==> src/rtl/cache_line_controller.sv <==
// ----------------------------------------------------------------------------
// cache_line_controller
// Per-command L1 controller in front of a set-associative tag/state array.
// Each accepted command reads one set, resolves hit/miss, chooses a victim,
// applies MESI and LRU updates, writes the whole set back and reports the
// L2/bus operation it needs, while keeping saturating hit/miss statistics.
//
// Ports
//   clk, reset             rising-edge clock, synchronous active-high reset
//   cmd_valid/cmd_ready    command handshake (ready only while idle)
//   cmd                    opcode + address (tag / set_index / offset)
//   set_index              set addressed in the array
//   rd_line                set contents, valid the cycle after set_index
//   wr_en / wr_line        one-cycle write of the updated set
//   array_clear            one-cycle request to reinitialise the array
//   done                   one-cycle completion pulse, qualifies the next three
//   hit, bus_op, evict_wb  lookup result, required bus op, dirty victim
//   reads/writes/hits/misses  saturating statistics counters
// ----------------------------------------------------------------------------
package cache_line_controller_pkg;
   localparam int SETS   = 16384;
   localparam int WAYS   = 8;
   localparam int ADDR_W = 32;
   localparam int OFF_W  = 6;
   localparam int SI     = $clog2(SETS);
   localparam int LW     = $clog2(WAYS);
   localparam int TAG_W  = ADDR_W - OFF_W - SI;

   typedef enum logic [1:0] {
      MESI_I = 2'd0,
      MESI_S = 2'd1,
      MESI_E = 2'd2,
      MESI_M = 2'd3
   } mesi_t;

   typedef struct packed {
      logic [TAG_W-1:0] tag;
      logic [SI-1:0]    set_index;
      logic [OFF_W-1:0] offset;
   } address_t;

   typedef struct packed {
      logic [3:0] opcode;
      address_t   address;
   } command_t;

   typedef struct packed {
      logic [TAG_W-1:0] tag;
      mesi_t            mesi;
      logic [LW-1:0]    lru;
   } cache_line_t;

   typedef cache_line_t [WAYS-1:0] cache_set_t;

   localparam logic [2:0] BUS_NONE       = 3'd0;
   localparam logic [2:0] BUS_READ       = 3'd1;
   localparam logic [2:0] BUS_WRITE      = 3'd2;
   localparam logic [2:0] BUS_RFO        = 3'd3;
   localparam logic [2:0] BUS_INVALIDATE = 3'd4;
endpackage

module cache_line_controller
   import cache_line_controller_pkg::*;
(
   input  logic                   clk,
   input  logic                   reset,
   input  logic                   cmd_valid,
   output logic                   cmd_ready,
   input  command_t               cmd,
   output logic [SI-1:0]          set_index,
   input  cache_line_t [WAYS-1:0] rd_line,
   output logic                   wr_en,
   output cache_line_t [WAYS-1:0] wr_line,
   output logic                   array_clear,
   output logic                   done,
   output logic                   hit,
   output logic [2:0]             bus_op,
   output logic                   evict_wb,
   output logic [31:0]            reads,
   output logic [31:0]            writes,
   output logic [31:0]            hits,
   output logic [31:0]            misses
);
   localparam logic [3:0] OP_READ   = 4'd0;
   localparam logic [3:0] OP_WRITE  = 4'd1;
   localparam logic [3:0] OP_IFETCH = 4'd2;
   localparam logic [3:0] OP_L2_INV = 4'd3;
   localparam logic [3:0] OP_L2_REQ = 4'd4;
   localparam logic [3:0] OP_CLEAR  = 4'd8;

   typedef enum logic [1:0] {
      ST_IDLE   = 2'd0,
      ST_LOOKUP = 2'd1,
      ST_UPDATE = 2'd2
   } state_t;

   // Lowest-index set bit of a way vector (0 when empty).
   function automatic logic [LW-1:0] first_way(input logic [WAYS-1:0] v);
      logic [LW-1:0] w;
      w = '0;
      for (int i = WAYS - 1; i >= 0; i--) begin
         if (v[i]) w = LW'(i);
         else      w = w;
      end
      return w;
   endfunction

   // Make way w the MRU: every way younger than w's old age ages by one.
   function automatic cache_set_t lru_touch(input cache_set_t s, input logic [LW-1:0] w);
      cache_set_t    r;
      logic [LW-1:0] v;
      r = s;
      v = s[w].lru;
      for (int i = 0; i < WAYS; i++) begin
         if (s[i].lru < v) r[i].lru = s[i].lru + LW'(1);
         else              r[i].lru = s[i].lru;
      end
      r[w].lru = '0;
      return r;
   endfunction

   function automatic cache_set_t fill_way(input cache_set_t s, input logic [LW-1:0] w,
                                           input logic [TAG_W-1:0] tag, input mesi_t mesi);
      cache_set_t r;
      r         = lru_touch(s, w);
      r[w].tag  = tag;
      r[w].mesi = mesi;
      return r;
   endfunction

   function automatic logic [31:0] sat_inc(input logic [31:0] c, input logic en);
      if (en && (c != 32'hFFFF_FFFF)) return c + 32'd1;
      else                            return c;
   endfunction

   state_t        state_r, state_s;
   command_t      cmd_r;
   logic          accept_s;
   logic [WAYS-1:0] match_vec_s, free_vec_s, oldest_vec_s;
   logic          match_s;
   logic [LW-1:0] match_way_s, victim_way_s;
   cache_set_t    new_set_s;
   logic [2:0]    bus_s;
   logic          evict_s, wr_s, clr_s, hit_s;
   logic          inc_rd_s, inc_wr_s, inc_hit_s, inc_miss_s;
   logic          wr_en_r, done_r, hit_r, evict_wb_r, array_clear_r;
   logic [2:0]    bus_op_r;
   cache_set_t    wr_line_r;
   logic [31:0]   reads_r, writes_r, hits_r, misses_r;
   logic          offset_unused_s;

   assign offset_unused_s = ^cmd.address.offset;
   assign cmd_ready = (state_r == ST_IDLE);
   assign accept_s  = cmd_valid && cmd_ready;
   // The array sees the new set in the accept cycle, then the latched one.
   assign set_index = accept_s ? cmd.address.set_index : cmd_r.address.set_index;

   // State register.
   always_ff @(posedge clk) begin
      if (reset) state_r <= ST_IDLE;
      else       state_r <= state_s;
   end

   // Next-state logic.
   always_comb begin
      state_s = state_r;
      case (state_r)
         ST_IDLE:   if (cmd_valid) state_s = ST_LOOKUP; else state_s = ST_IDLE;
         ST_LOOKUP: state_s = ST_UPDATE;
         ST_UPDATE: state_s = ST_IDLE;
         default:   state_s = ST_IDLE;
      endcase
   end

   // Command latch; only loaded on a handshake so busy-time commands are ignored.
   always_ff @(posedge clk) begin
      if (reset)         cmd_r <= '0;
      else if (accept_s) cmd_r <= cmd;
      else               cmd_r <= cmd_r;
   end

   // Per-way match / free / oldest flags from the set read back.
   always_comb begin
      match_vec_s  = '0;
      free_vec_s   = '0;
      oldest_vec_s = '0;
      for (int i = 0; i < WAYS; i++) begin
         match_vec_s[i]  = (rd_line[i].mesi != MESI_I) && (rd_line[i].tag == cmd_r.address.tag);
         free_vec_s[i]   = (rd_line[i].mesi == MESI_I);
         oldest_vec_s[i] = (rd_line[i].lru == LW'(WAYS - 1));
      end
   end

   assign match_s      = |match_vec_s;
   assign match_way_s  = first_way(match_vec_s);
   assign victim_way_s = (|free_vec_s) ? first_way(free_vec_s) : first_way(oldest_vec_s);

   // Opcode decode: updated set, bus op and counter increments.
   always_comb begin
      new_set_s  = rd_line;
      bus_s      = BUS_NONE;
      evict_s    = 1'b0;
      wr_s       = 1'b0;
      clr_s      = 1'b0;
      hit_s      = 1'b0;
      inc_rd_s   = 1'b0;
      inc_wr_s   = 1'b0;
      inc_hit_s  = 1'b0;
      inc_miss_s = 1'b0;
      case (cmd_r.opcode)
         OP_READ, OP_IFETCH, OP_WRITE: begin
            wr_s       = 1'b1;
            hit_s      = match_s;
            inc_rd_s   = (cmd_r.opcode != OP_WRITE);
            inc_wr_s   = (cmd_r.opcode == OP_WRITE);
            inc_hit_s  = match_s;
            inc_miss_s = !match_s;
            if (match_s) begin
               new_set_s = lru_touch(rd_line, match_way_s);
               if (cmd_r.opcode == OP_WRITE) begin
                  new_set_s[match_way_s].mesi = MESI_M;
                  bus_s = (rd_line[match_way_s].mesi == MESI_S) ? BUS_INVALIDATE : BUS_NONE;
               end else begin
                  bus_s = BUS_NONE;
               end
            end else begin
               evict_s = (rd_line[victim_way_s].mesi == MESI_M);
               if (cmd_r.opcode == OP_WRITE) begin
                  new_set_s = fill_way(rd_line, victim_way_s, cmd_r.address.tag, MESI_M);
                  bus_s     = BUS_RFO;
               end else begin
                  new_set_s = fill_way(rd_line, victim_way_s, cmd_r.address.tag, MESI_E);
                  bus_s     = BUS_READ;
               end
            end
         end
         OP_L2_INV: begin
            wr_s  = 1'b1;
            hit_s = match_s;
            if (match_s && (rd_line[match_way_s].mesi == MESI_S)) new_set_s[match_way_s].mesi = MESI_I;
            else                                                   new_set_s = rd_line;
         end
         OP_L2_REQ: begin
            wr_s  = 1'b1;
            hit_s = match_s;
            if (match_s && (rd_line[match_way_s].mesi == MESI_M)) begin
               new_set_s[match_way_s].mesi = MESI_S;
               bus_s = BUS_WRITE;
            end else if (match_s && (rd_line[match_way_s].mesi == MESI_E)) begin
               new_set_s[match_way_s].mesi = MESI_S;
            end else begin
               new_set_s = rd_line;
            end
         end
         OP_CLEAR: clr_s = 1'b1;
         default:  clr_s = 1'b0;
      endcase
   end

   // Result registers: loaded at the end of LOOKUP, visible in UPDATE.
   always_ff @(posedge clk) begin
      if (reset) begin
         wr_en_r       <= 1'b0;
         done_r        <= 1'b0;
         hit_r         <= 1'b0;
         evict_wb_r    <= 1'b0;
         array_clear_r <= 1'b0;
         bus_op_r      <= BUS_NONE;
         wr_line_r     <= '0;
      end else if (state_r == ST_LOOKUP) begin
         wr_en_r       <= wr_s;
         done_r        <= 1'b1;
         hit_r         <= hit_s;
         evict_wb_r    <= evict_s;
         array_clear_r <= clr_s;
         bus_op_r      <= bus_s;
         wr_line_r     <= new_set_s;
      end else begin
         wr_en_r       <= 1'b0;
         done_r        <= 1'b0;
         hit_r         <= 1'b0;
         evict_wb_r    <= 1'b0;
         array_clear_r <= 1'b0;
         bus_op_r      <= BUS_NONE;
         wr_line_r     <= wr_line_r;
      end
   end

   // Statistics; a clear command wins over any increment.
   always_ff @(posedge clk) begin
      if (reset || ((state_r == ST_LOOKUP) && clr_s)) begin
         reads_r  <= 32'd0;
         writes_r <= 32'd0;
         hits_r   <= 32'd0;
         misses_r <= 32'd0;
      end else if (state_r == ST_LOOKUP) begin
         reads_r  <= sat_inc(reads_r, inc_rd_s);
         writes_r <= sat_inc(writes_r, inc_wr_s);
         hits_r   <= sat_inc(hits_r, inc_hit_s);
         misses_r <= sat_inc(misses_r, inc_miss_s);
      end else begin
         reads_r  <= reads_r;
         writes_r <= writes_r;
         hits_r   <= hits_r;
         misses_r <= misses_r;
      end
   end

   assign wr_en       = wr_en_r;
   assign done        = done_r;
   assign hit         = hit_r;
   assign evict_wb    = evict_wb_r;
   assign array_clear = array_clear_r;
   assign bus_op      = bus_op_r;
   assign wr_line     = wr_line_r;
   assign reads       = reads_r;
   assign writes      = writes_r;
   assign hits        = hits_r;
   assign misses      = misses_r;
endmodule

==> config.mk <==
export PLATFORM = sky130hd
export DESIGN_NAME = cache_line_controller
export DESIGN_NICKNAME = d
export VERILOG_FILES = /design/src/rtl/cache_line_controller.sv
export SDC_FILE = /design/constraint.sdc
export NUM_CORES = 1
export LEC_CHECK = 0
export ABC_AREA = 1
export CORE_AREA = 2 2 181 183
export CTS_CLUSTER_SIZE = 25
export DETAILED_ROUTE_END_ITERATION = 8
export DIE_AREA = 0 0 183 185
export DONT_BUFFER_PORTS = 1
export GPL_TIMING_DRIVEN = 0
export PLACE_DENSITY = 0.84
export RECOVER_POWER = 50
export SYNTH_ARGS = -nofsm -noshare
export SYNTH_HDL_FRONTEND = slang
export SYNTH_SLANG_ARGS = --single-unit
==> constraint.sdc <==
create_clock -name clk -period 7.9 [get_ports clk]
set_input_delay 2.37 -clock clk [delete_from_list [all_inputs] [get_ports clk]]
set_output_delay 2.37 -clock clk [all_outputs]
set_load 0.01 [all_outputs]
Word-level counts from Yosys, hierarchy flattened
Cells that the tools add are included.
- logic and storage cells: 306
- flip-flop bits (word level): 304
- output and inout bits: 287
- input port bits: 175
- add/sub/neg operators: 12
- bitwise logic cells: 3
- muxes and demuxes: 152
- $lt $le $gt $ge: 20
- eq/ne operators: 31
- reduce and logical (&&, ||, !) cells: 50
- operators with widths (kind ; number):
    $bwmux W136 ; 10
    $mux W136 ; 6
    $pmux W136 S3 ; 1
    $mux W3 ; 110
    $demux W17 S3 ; 5
    $add A32 B1 Y32 const B ; 4
    $ne A32 B32 Y1 const B ; 4
    $bmux W17 S3 ; 2
    $eq A12 B12 Y1 ; 8
    $lt A3 B3 Y1 ; 16
    $add A3 B1 Y3 const B ; 8
    $eq A3 B3 Y1 const B ; 8
    $mux W5 ; 4
    $logic_and A1 B1 Y1 ; 19
    $logic_not A2 Y1 ; 9
    $mux W17 ; 1
    $reduce_bool A2 Y1 ; 8
    $reduce_or A8 Y1 ; 2
    $mux W14 ; 1
    $reduce_or A11 Y1 ; 1
    $eq A4 B2 Y1 const B ; 2
    $lt A3 B4 Y1 const B ; 2
    $mux W1 ; 8
    $reduce_and A2 Y1 ; 4
    other kinds (17) ; 25

Longest topological paths before layout
- depth after elaboration: 23
- gate-level depth with buffers: 31
- gate-level depth less buffers: 29

Worst setup path before layout
Ideal clock, no wire load.
- kind: input-to-output
- start point: in cmd_valid
- end point: out set_index[0]
- path buffers: 1
- data required time: 5.530 ns
- setup slack: 2.274 ns
- data arrival time: 3.256 ns
- cell stages on the path: 6
- path through: nand2_1 inv_1 clkbuf_1 or2_2 o21ai_0 inv_1
- cells in the longest elaborated chain, start to end: 2
- RTL lines (item ; RTL line ; text):
    from (decl) ; 67 ; input logic cmd_valid,
    $logic_and A1 B1 Y1 ; 154 ; assign accept_s = cmd_valid && cmd_ready;
    $mux W14 ; 156 ; assign set_index = accept_s ? cmd.address.set_index : cmd_r.address.set_index;
    to (decl) ; 70 ; output logic [SI-1:0] set_index,
No other way between the ends.

Worst setup path in the final report
- start point: in cmd_valid
- end point: out set_index[5]
Same word-level chain as after synthesis.

==> reports/summary.txt <==
Number of antenna violations at the first check in global routing: 2
Number of failing setup endpoints in the final timing report: 0
Share of flip-flops with an asynchronous set or reset: 0
Fraction of the cycle the final worst path needs: 0.754
First-pass iteration count of the detailed router: 9
Routed wire length: 82500 um
Routed length per instance: 22.0 um
Worst Setup Start Kind: input port
Number of global-route vias before repair: 22500
Mean area per synthesized cell: 6.13 sq um
Post-detail-place hpwl: 63100 um
Synthesized flop and latch total: 303
Result of the run: finished, final reports clean
Critical path start-end classification: input port to output port
First-pass GRT wire length: 123000 um
Top-level port count: 462
Total Routing Usage GR: 0.464
Routed via count divided by cell count: 6.36
Core Footprint: 0.0320 sq mm
Post-layout minimum cycle time: 5.96 ns
TritonCTS clock tree: done
Most used flip-flop cell after synthesis: sky130_fd_sc_hd__dfxtp_1
Reg2Reg Capture Point: wr_line[53]
Initial core utilization: 0.627
Number of rows in the core area: 66
Clock root cell: sky130_fd_sc_hd__clkbuf_16
Largest net degree at the start of global routing: 16
Synth Warn #: 0
Post-route antenna net violation count: 0
Portion of the post-synthesis area used by sequential elements: 0.302
Worst setup slack before clock tree synthesis: 1.62 ns
Area overhead of the layout relative to synthesis: 8.03%
# Post-CTS Setup Buffers: 0
Vertical die dimension: 185 um
Total clock buffers created by CTS: 30
VDD IR-drop max: 189 uV
Path type of the worst min-delay path: register to register
DIE AREA: 0.0339 sq mm
Width of the die: 183 um
Arrival time reported for the critical path endpoint: 3.59 ns
Largest driver fanout on the critical path: 10
Library cells used by synthesis: 60
Final hold vios: 0
Number of I/O port buffers: 0
Required time of the worst setup path: 5.53 ns
Max capacitance violation total: 0
DRC marker count from the first detailed-route iteration: 2734
Total negative setup slack: 0 ns
Smallest setup slack after layout: 1.94 ns
Max Slew Vio Count: 0
Routability congestion estimate from global placement: 1.03
Layout cells sized above 1: 0.0585
Worst-Skew Late Latency: 0.59 ns
Power per cell area: 190 mW/mm^2
Depth of the worst hold-timing path: 2
Number of instances in the synthesized netlist: 3277
H-tree levels: 1
Count of cells resized by post-cts repair: 0
Clk_skew: 0.0170 ns
Worst r2r src: cmd_r[20]
Synthesized Nets: 3496
CTS Hold Bufs: 0
Clock-pin transition on the worst setup and hold timing paths: 0.07 ns
Worst rel slew slack: 0.244
Overflow left after global routing: 0
Setup repair after global routing missed its margin: false
Capturing element type of the critical path: output port
Setup slack of the most critical reg-to-reg path: 3.11 ns
Clk sinks: 303
Netlist area before placement: 0.0201 sq mm
Hold Path Origin: cmd_r[34]
Number of synthesized flops with an enable pin: 0
Leak Pwr: 9.56 nW
Drt drc: 0
Number of fill cells: 2779
Post-layout net count: 3528
Terminating pin of the worst hold path: cmd_r[34]
R2R depth: 30
Routed vias: 23800
Pin slew with the least headroom to its limit: 1.13 ns
F_max: 0.168 GHz
Buffers from clock root to sink, at most: 3
## power breakdown
part / switching (W) / internal [W]
registers: 0.0000672 / 0.00159
logic: 0.000601 / 0.000249
clock network: 0.000637 / 0.000974
## placed cells by master, fill, tap and decap left out, drive strengths merged, types with 6 or more instances in the layout
master / n
nand3: 246
inv: 416
dfxtp: 303
or2: 41
bufinv: 7
nand2: 867
ha: 44
nor2: 336
clkbuf: 130
and3: 9
a21oi: 392
clkinv: 6
and2: 10
o21ai: 208
nor3: 70
buf: 30
xnor2: 20
xor2: 6
nand3b: 9
o211ai: 22
o22ai: 14
nor3b: 10
o21a: 6
nor4: 23
nand4: 69
## worst max-delay path by stage
stage,endpoint,startpoint,slack (ns),cells past startpoint
after floorplan,set_index[0],cmd_valid,2.27,6
after global placement,wr_line[53],rd_line[89],1.68,28
after detailed placement,wr_line[53],rd_line[89],1.62,29
after CTS,set_index[5],cmd_valid,1.96,6
after global routing,wr_line[53],rd_line[89],1.79,29
final,set_index[5],cmd_valid,1.94,6
## metrics by stage
stage               instances  hold slack, ns  instance area [sq um]   util  total power [W]
finish                   3742           0.508                  21700  0.678          0.00411
global route             3741           0.525                  21700  0.678          0.00424
CTS                      3741           0.506                  21700  0.678          0.00407
detailed placement       3685           0.496                  20600  0.643          0.00250
global placement         3685           0.490                  20600  0.643          0.00247
floorplan                3277           0.466                  20100      -          0.00225
## flip-flops by register name, summed over array words and instances, names as in the netlist
name,flops
bus_op,3
hit,1
wr_line,136
reads,32
hits,32
array_clear,1
cmd_r,30
wr_en,1
misses,32
writes,32
evict_wb,1
state_r,2
## metal layers
| layer | up-vias | track usage | wire [um] |
|---|---|---|---|
| li1 | 10800 | - | - |
| met3 | 441 | 0.143 | 10800 |
| met2 | 1792 | 0.782 | 37200 |
| met4 | 2 | 0.307 | 6370 |
| met5 | - | 0 | 13 |
| met1 | 10700 | 0.504 | 28100 |
## cells in the mapped netlist (5+ instances only)
cell type	count	area [sq um]
sky130_fd_sc_hd__a211oi_1	5	37.5
sky130_fd_sc_hd__a21oi_1	383	1920
sky130_fd_sc_hd__a21oi_2	8	70.1
sky130_fd_sc_hd__a221oi_1	5	43.8
sky130_fd_sc_hd__a22oi_1	5	37.5
sky130_fd_sc_hd__and2_1	10	62.6
sky130_fd_sc_hd__and3_1	9	56.3
sky130_fd_sc_hd__buf_1	5	18.8
sky130_fd_sc_hd__buf_2	9	45.0
sky130_fd_sc_hd__buf_4	12	90.1
sky130_fd_sc_hd__buf_6	5	56.3
sky130_fd_sc_hd__clkbuf_1	89	334
sky130_fd_sc_hd__dfxtp_1	303	6070
sky130_fd_sc_hd__ha_1	44	551
sky130_fd_sc_hd__inv_1	396	1490
sky130_fd_sc_hd__inv_2	15	56.3
sky130_fd_sc_hd__nand2_1	845	3170
sky130_fd_sc_hd__nand2_2	17	106
sky130_fd_sc_hd__nand2_4	5	56.3
sky130_fd_sc_hd__nand3_1	239	1200
sky130_fd_sc_hd__nand3_2	6	60.1
sky130_fd_sc_hd__nand3b_1	9	67.6
sky130_fd_sc_hd__nand4_1	68	425
sky130_fd_sc_hd__nor2_1	313	1170
sky130_fd_sc_hd__nor2_2	11	68.8
sky130_fd_sc_hd__nor2_4	10	113
sky130_fd_sc_hd__nor3_1	66	330
sky130_fd_sc_hd__nor3b_1	9	67.6
sky130_fd_sc_hd__nor4_1	21	131
sky130_fd_sc_hd__o211ai_1	22	165
sky130_fd_sc_hd__o21a_1	6	45.0
sky130_fd_sc_hd__o21ai_0	203	1020
sky130_fd_sc_hd__o21ai_1	5	25.0
sky130_fd_sc_hd__o22ai_1	14	87.6
sky130_fd_sc_hd__or2_0	7	43.8
sky130_fd_sc_hd__or2_2	33	206
sky130_fd_sc_hd__xnor2_1	20	175
sky130_fd_sc_hd__xor2_1	6	52.6
## logic make-up (layout without fill, tap and decap cells)
kind of cell             after synthesis  in the layout  synth area share
AO/OA/AOI/OAI                        673            673             0.179
buffers and inverters                535            591             0.105
XOR/XNOR                              26             26            0.0113
other                                  0              1                 0
flip-flops                           303            303             0.302
adder cells (fa/ha/maj)               44             44            0.0274
AND/OR/NAND/NOR                     1696           1696             0.376
## final cells by class
class / instances / area [sq um] / share of cell area
clock buffer: 40 / 838 / 0.0386
sequential: 303 / 6070 / 0.279
tap: 408 / 510 / 0.0235
inverter: 415 / 1570 / 0.0722
clock inverter: 16 / 275 / 0.0127
buffer: 120 / 544 / 0.0251
antenna: 1 / 2.50 / 0.000115
multi-input combinational: 2439 / 11900 / 0.548
## worst max-delay path: stages
cell and delay, ns:
sky130_fd_sc_hd__nand2_1 0.20, sky130_fd_sc_hd__inv_1 0.15, sky130_fd_sc_hd__clkbuf_1 0.24, sky130_fd_sc_hd__or2_2 0.33, sky130_fd_sc_hd__o21ai_0 0.15, sky130_fd_sc_hd__inv_1 0.14
No activity file was read; power rests on OpenSTA's default activity.
